<file path="src/rtl/hazard_controller_pkg.sv">
// rtl/hazard_controller_pkg.sv - shared types and constants for the hazard controller
// Purpose: multi-cycle sequencer state encoding, architectural x0 index and
//          default parameter values used by hazard_controller and sat_counter.
package hazard_controller_pkg;

    typedef enum logic [0:0] {
        MD_IDLE = 1'b0,
        MD_BUSY = 1'b1
    } md_state_t;

    localparam logic [4:0] REG_X0 = 5'd0;

    localparam int DEFAULT_CNT_W      = 32;
    localparam int DEFAULT_MD_TIMEOUT = 64;

endpackage

</file>
<file path="src/rtl/sat_counter.sv">
// rtl/sat_counter.sv - saturating event counter with synchronous clear
// Purpose: counts cycles where inc is high, sticking at all-ones.
// Ports:
//   clk, reset   clock and asynchronous active-high reset
//   inc          count this cycle
//   clr          zero the counter at the edge (wins over inc)
//   count        current count value
module sat_counter
    import hazard_controller_pkg::*;
#(
    parameter int CNT_W = DEFAULT_CNT_W
) (
    input  logic             clk,
    input  logic             reset,
    input  logic             inc,
    input  logic             clr,
    output logic [CNT_W-1:0] count
);

    logic [CNT_W-1:0] cnt_q;
    logic [CNT_W-1:0] cnt_d;

    always_comb begin
        cnt_d = cnt_q;
        if (clr) begin
            cnt_d = '0;
        end else if (inc && (cnt_q != {CNT_W{1'b1}})) begin
            cnt_d = cnt_q + CNT_W'(1);
        end
    end

    always_ff @(posedge clk or posedge reset) begin
        if (reset) begin
            cnt_q <= '0;
        end else begin
            cnt_q <= cnt_d;
        end
    end

    assign count = cnt_q;

endmodule

</file>
<file path="src/rtl/hazard_controller.sv">
// rtl/hazard_controller.sv - load-use / branch hazard and mul-div stall sequencer
// Purpose: drives stall and flush enables for the IF/ID, ID/EX and EX/MEM
//          registers and sequences multi-cycle EX ops via md_start/md_done.
// Ports:
//   clk, reset                  clock and asynchronous active-high reset
//   rs1D, rs2D                  source registers of the ID instruction
//   rdE, MemReadE               destination / load flag of the EX instruction
//   PCSrcE                      taken branch or jump resolved in EX
//   MulDivE, md_done            multi-cycle op in EX and its completion pulse
//   perf_clr                    clears both performance counters
//   StallF/D/E, FlushD/E/M      pipeline register controls
//   md_start, md_busy, md_error multi-cycle handshake and status
//   stall_cycles, flush_events  saturating performance counters
module hazard_controller
    import hazard_controller_pkg::*;
#(
    parameter int CNT_W      = DEFAULT_CNT_W,
    parameter int MD_TIMEOUT = DEFAULT_MD_TIMEOUT
) (
    input  logic             clk,
    input  logic             reset,
    input  logic [4:0]       rs1D,
    input  logic [4:0]       rs2D,
    input  logic [4:0]       rdE,
    input  logic             MemReadE,
    input  logic             PCSrcE,
    input  logic             MulDivE,
    input  logic             md_done,
    input  logic             perf_clr,
    output logic             StallF,
    output logic             StallD,
    output logic             StallE,
    output logic             FlushD,
    output logic             FlushE,
    output logic             FlushM,
    output logic             md_start,
    output logic             md_busy,
    output logic             md_error,
    output logic [CNT_W-1:0] stall_cycles,
    output logic [CNT_W-1:0] flush_events
);

    localparam int             TO_W    = (MD_TIMEOUT > 2) ? $clog2(MD_TIMEOUT) : 1;
    localparam logic [TO_W-1:0] TO_LAST = TO_W'(MD_TIMEOUT - 1);

    md_state_t       state_q, state_d;
    logic [TO_W-1:0] to_q, to_d;
    logic            err_q, err_d;
    logic            lu;
    logic            branch_flush;

    assign lu = MemReadE && (rdE != REG_X0) && ((rdE == rs1D) || (rdE == rs2D));

    always_ff @(posedge clk or posedge reset) begin
        if (reset) begin
            state_q <= MD_IDLE;
            to_q    <= '0;
            err_q   <= 1'b0;
        end else begin
            state_q <= state_d;
            to_q    <= to_d;
            err_q   <= err_d;
        end
    end

    always_comb begin
        state_d = state_q;
        to_d    = to_q;
        err_d   = err_q;
        case (state_q)
            MD_IDLE: begin
                // A taken branch squashes the EX op path, so only start when not redirecting.
                if (MulDivE && !PCSrcE) begin
                    state_d = MD_BUSY;
                    to_d    = '0;
                end
            end
            MD_BUSY: begin
                if (md_done) begin
                    state_d = MD_IDLE;
                end else if (to_q == TO_LAST) begin
                    state_d = MD_IDLE;
                    err_d   = 1'b1;
                end else begin
                    to_d = to_q + TO_W'(1);
                end
            end
            default: state_d = MD_IDLE;
        endcase
    end

    // Combinational outputs are forced low while reset is held so the Mealy
    // start pulse cannot leak out from live inputs during reset.
    always_comb begin
        StallF       = 1'b0;
        StallD       = 1'b0;
        StallE       = 1'b0;
        FlushD       = 1'b0;
        FlushE       = 1'b0;
        FlushM       = 1'b0;
        md_start     = 1'b0;
        md_busy      = 1'b0;
        branch_flush = 1'b0;
        if (!reset) begin
            case (state_q)
                MD_IDLE: begin
                    if (PCSrcE) begin
                        FlushD       = 1'b1;
                        FlushE       = 1'b1;
                        branch_flush = 1'b1;
                    end else if (MulDivE) begin
                        md_start = 1'b1;
                        StallF   = 1'b1;
                        StallD   = 1'b1;
                        StallE   = 1'b1;
                        FlushM   = 1'b1;
                    end else if (lu) begin
                        StallF = 1'b1;
                        StallD = 1'b1;
                        FlushE = 1'b1;
                    end
                end
                MD_BUSY: begin
                    md_busy = 1'b1;
                    // FlushD/FlushE stay low here so the held EX op survives a load-use match.
                    if (!md_done) begin
                        StallF = 1'b1;
                        StallD = 1'b1;
                        StallE = 1'b1;
                        FlushM = 1'b1;
                    end
                end
                default: ;
            endcase
        end
    end

    assign md_error = err_q;

    sat_counter #(.CNT_W(CNT_W)) u_stall_cnt (
        .clk   (clk),
        .reset (reset),
        .inc   (StallF),
        .clr   (perf_clr),
        .count (stall_cycles)
    );

    sat_counter #(.CNT_W(CNT_W)) u_flush_cnt (
        .clk   (clk),
        .reset (reset),
        .inc   (branch_flush),
        .clr   (perf_clr),
        .count (flush_events)
    );

endmodule

</file>
<file path="config.mk">
export PLATFORM = sky130hd
export DESIGN_NAME = hazard_controller
export DESIGN_NICKNAME = d
export VERILOG_FILES = /design/src/rtl/hazard_controller_pkg.sv /design/src/rtl/sat_counter.sv /design/src/rtl/hazard_controller.sv
export SDC_FILE = /design/constraint.sdc
export NUM_CORES = 1
export LEC_CHECK = 0
export CORE_ASPECT_RATIO = 0.9
export CORE_UTILIZATION = 50
export CTS_CLUSTER_DIAMETER = 150
export DETAILED_ROUTE_END_ITERATION = 8
export PLACE_DENSITY = 0.81
export REMOVE_ABC_BUFFERS = 1
export SLEW_MARGIN = 15
export SYNTH_ARGS = -nofsm -noshare
export SYNTH_HDL_FRONTEND = slang
export SYNTH_HIERARCHICAL = 1
export SYNTH_SLANG_ARGS = --single-unit
</file>
<file path="constraint.sdc">
create_clock -name clk -period 2.91 [get_ports clk]
set_input_delay 0.582 -clock clk [delete_from_list [all_inputs] [get_ports clk]]
set_output_delay 0.582 -clock clk [all_outputs]
set_load 0.05 [all_outputs]
</file>
==> flow_metrics.tcl <==
set metrics [dict create \
    outcome "completed" \
    final_nets 596 \
    die_area_sq_um 8510 \
    antenna_cells 0 \
    hold_violations 0 \
    ys_types 42 \
    numPlacedInstances 651 \
    clk_latency_ns 0.35 \
    crit_fanout 7 \
    path_depth 11 \
    min_path_type "reg2reg" \
    grt_max_degree 33 \
    drtIter0Drc 230 \
    cp.required_ns 3.19 \
    coreArea_sq_um 7690 \
    slew_headroom_pct 19.8 \
    ys_warn_count 6 \
    avgRoutedWirePerCell_um 15.9 \
    worst-setup-path-type "in2reg" \
    report.final.slew_viol_count 0 \
    io_pins 95 \
    dp_hpwl_um 7370 \
    worstReg2RegEnd "u_flush_cnt/count[13]$_DFFE_PP0P_" \
    gp_congestion 0.839 \
    drt-pass1-iter-count 6 \
    max_stage_delay_ns 0.50 \
    wirelength_um 10700 \
    crit_top_cell "nor3_2" \
    tns_ns 0 \
    grt_pass1_vias 3703 \
    clk_pin_slew_ns 0.08 \
    syn_area_per_cell_sq_um 9.21 \
    vias 4057 \
    fin_hold_ws_ns 0.483 \
    syn2layout_area_growth_pct 40.8 \
    die_h_um 87.6 \
    path_buf_inv 2 \
    cp_cell_sequence "clkdlybuf4s50_1 > xor2_1 > nor3_2 > a22oi_2 > o31ai_2 > nand4_1 > nor3_2 > o311ai_2 > buf_4 > or4_1 > a21oi_2" \
    r2r_slack_ns 0.19 \
    initial_core_util_pct 52.9 \
    power.leakage_nw 2.26 \
    grt_pass1_wl_um 17300 \
    min_from "md_error$_DFFE_PP0P_" \
    final_cells 672 \
    h-tree-depth 3 \
    min_period_ns 2.85 \
    grt_overflow_total 0 \
    drv_cap 0 \
    worstMarginPinSlew_ns 1.19 \
    ys_seq_area_share_pct 44.3 \
    clockBufferDepth 2 \
    ir_worst_vdd_uv 292 \
    antenna_left 0 \
    fp.dieW_um 97.1 \
    drc 0 \
    netlist.area_leader.share_pct 44.3 \
    finalCritPeriodShare_pct 98.1 \
    synth_top_area_cell "dfrtp_1" \
    netlist_instances 442 \
    drt-vias-per-instance 6.04 \
    io_buffers 94 \
    rsz0062_at_grt "yes" \
    cp_top_family "simple AND/OR/NAND/NOR gates" \
    hold_buffers 0 \
    crit_path_start_kind "input pin" \
    synthTopCellsByArea "dfrtp_1 (44%), a21oi_1 (6.8%), o31ai_1 (6.1%)" \
    skew_ns 0.0120 \
    layout_commonest_cell "clkdlybuf4s50_1" \
    layout_common_cells "clkdlybuf4s50_1 (78), dfrtp_1 (72), a21oi_1 (51)" \
    r2r_cells 6 \
    syn_area_sq_um 4070 \
    root_buffer "clkbuf_8" \
    slowest_stage "or4_1" \
    clock.fmax_mhz 350 \
    crit-reg2reg-launch "u_flush_cnt/count[0]$_DFFE_PP0P_" \
    report.power.total_mw 2.28 \
    tritoncts "built" \
    cts_buffers 9 \
    grt_antenna_before_repair 0 \
    cts.sinks 72 \
    core.rowCount 30 \
    arrival_ns 3.14 \
    min_to "md_error$_DFFE_PP0P_" \
    synth_seq_cells 72 \
    drive_gt1_share_pct 16.0 \
    track_usage_pct 25.0 \
    min_path_cells 2 \
    setup_viol 0 \
    power.density_nw_per_um2 397 \
    end_kind "flip-flop" \
]
## where the power goes
group	switching, mW	internal, mW	total, mW
registers	0.0210	1.02	1.04
logic	0.145	0.113	0.258
clock network	0.405	0.571	0.976
## cell families after synthesis
family,Yosys count,share of synthesized area [%]
simple gates,172,25.1
compound gates,137,21.1
flops,72,44.3
buf+inv,37,4.03
xor+xnor,19,4.09
fa+ha+maj,3,0.922
mux,2,0.492
## worst register-to-register path: stages (launching register included)
cell	delay (ns)
dfrtp_1	0.42
ha_1	0.23
nand2_1	0.14
or4_4	0.48
o41ai_1	0.97
o21ai_0	0.22
a21oi_1	0.18
## timing repair
action                     in CTS  in global routing
gates resized for setup         4                 22
pin swaps                       3                 11
setup endpoints to repair      14                 23
gates cloned                    0                  1
buffers inserted                2                  2
## synth_stat cells (all sizes together)
master    n
a21oi    55
a22oi     1
and2      3
and2b     1
and3      8
and4      8
buf       6
clkbuf    8
dfrtp    72
ha        3
inv      23
mux2i     2
nand2    25
nand2b    1
nand3    24
nand4    14
nor2     20
nor3      5
nor4      6
o2111ai   1
o211a     2
o211ai    3
o21ai    29
o21ba     2
o22ai     1
o311ai    4
o31a      2
o31ai    33
o41ai     4
or3      26
or4      31
xnor2     4
xor2     15
## worst max path at each step
| stage | from | end |
|---|---|---|
| after floorplan | rdE[3] | u_stall_cnt/count[27]$_DFFE_PP0P_ |
| after global placement | rdE[3] | u_stall_cnt/count[27]$_DFFE_PP0P_ |
| after detailed placement | rdE[2] | u_stall_cnt/count[27]$_DFFE_PP0P_ |
| after CTS | rdE[4] | u_stall_cnt/count[27]$_DFFE_PP0P_ |
| after global routing | rs2D[2] | u_stall_cnt/count[25]$_DFFE_PP0P_ |
| final | rs2D[2] | u_stall_cnt/count[25]$_DFFE_PP0P_ |
## through the flow
stage	setup slack [ns]	instance area, sq um	utilization [%]
after floorplan	-2.59	3990	-
after global placement	-0.381	5350	69.6
after detailed placement	-0.499	5350	69.6
after CTS	0.0164	5620	73.1
after global routing	-0.0691	5730	74.5
final	0.0554	5730	74.5
## per-layer routing
metal,GRT usage [%],vias to the layer above,wire (um),part of all wire [%]
li1,-,1971,-,-
met1,31.1,1960,4550,43
met2,43.8,116,5450,51
met3,6.78,10,537,5.0
met4,6.38,0,119,1.1
met5,0,-,0,0
## layout make-up
| cell class | count | area (sq um) |
|---|---|---|
| tap | 96 | 120 |
| timing repair buffer | 132 | 1290 |
| inverter | 23 | 86.3 |
| multi-input combinational | 333 | 2190 |
| sequential | 72 | 1800 |
| clock buffer | 9 | 124 |
| clock inverter | 7 | 119 |
| fill | 570 | 1960 |
## flip-flops by register name, summed over array words and instances (netlist names)
register / count
state_q: 1
md_error: 1
to_q: 6
u_stall_cnt/count: 32
u_flush_cnt/count: 32
Note: power is estimated with default switching activity, not from simulation.
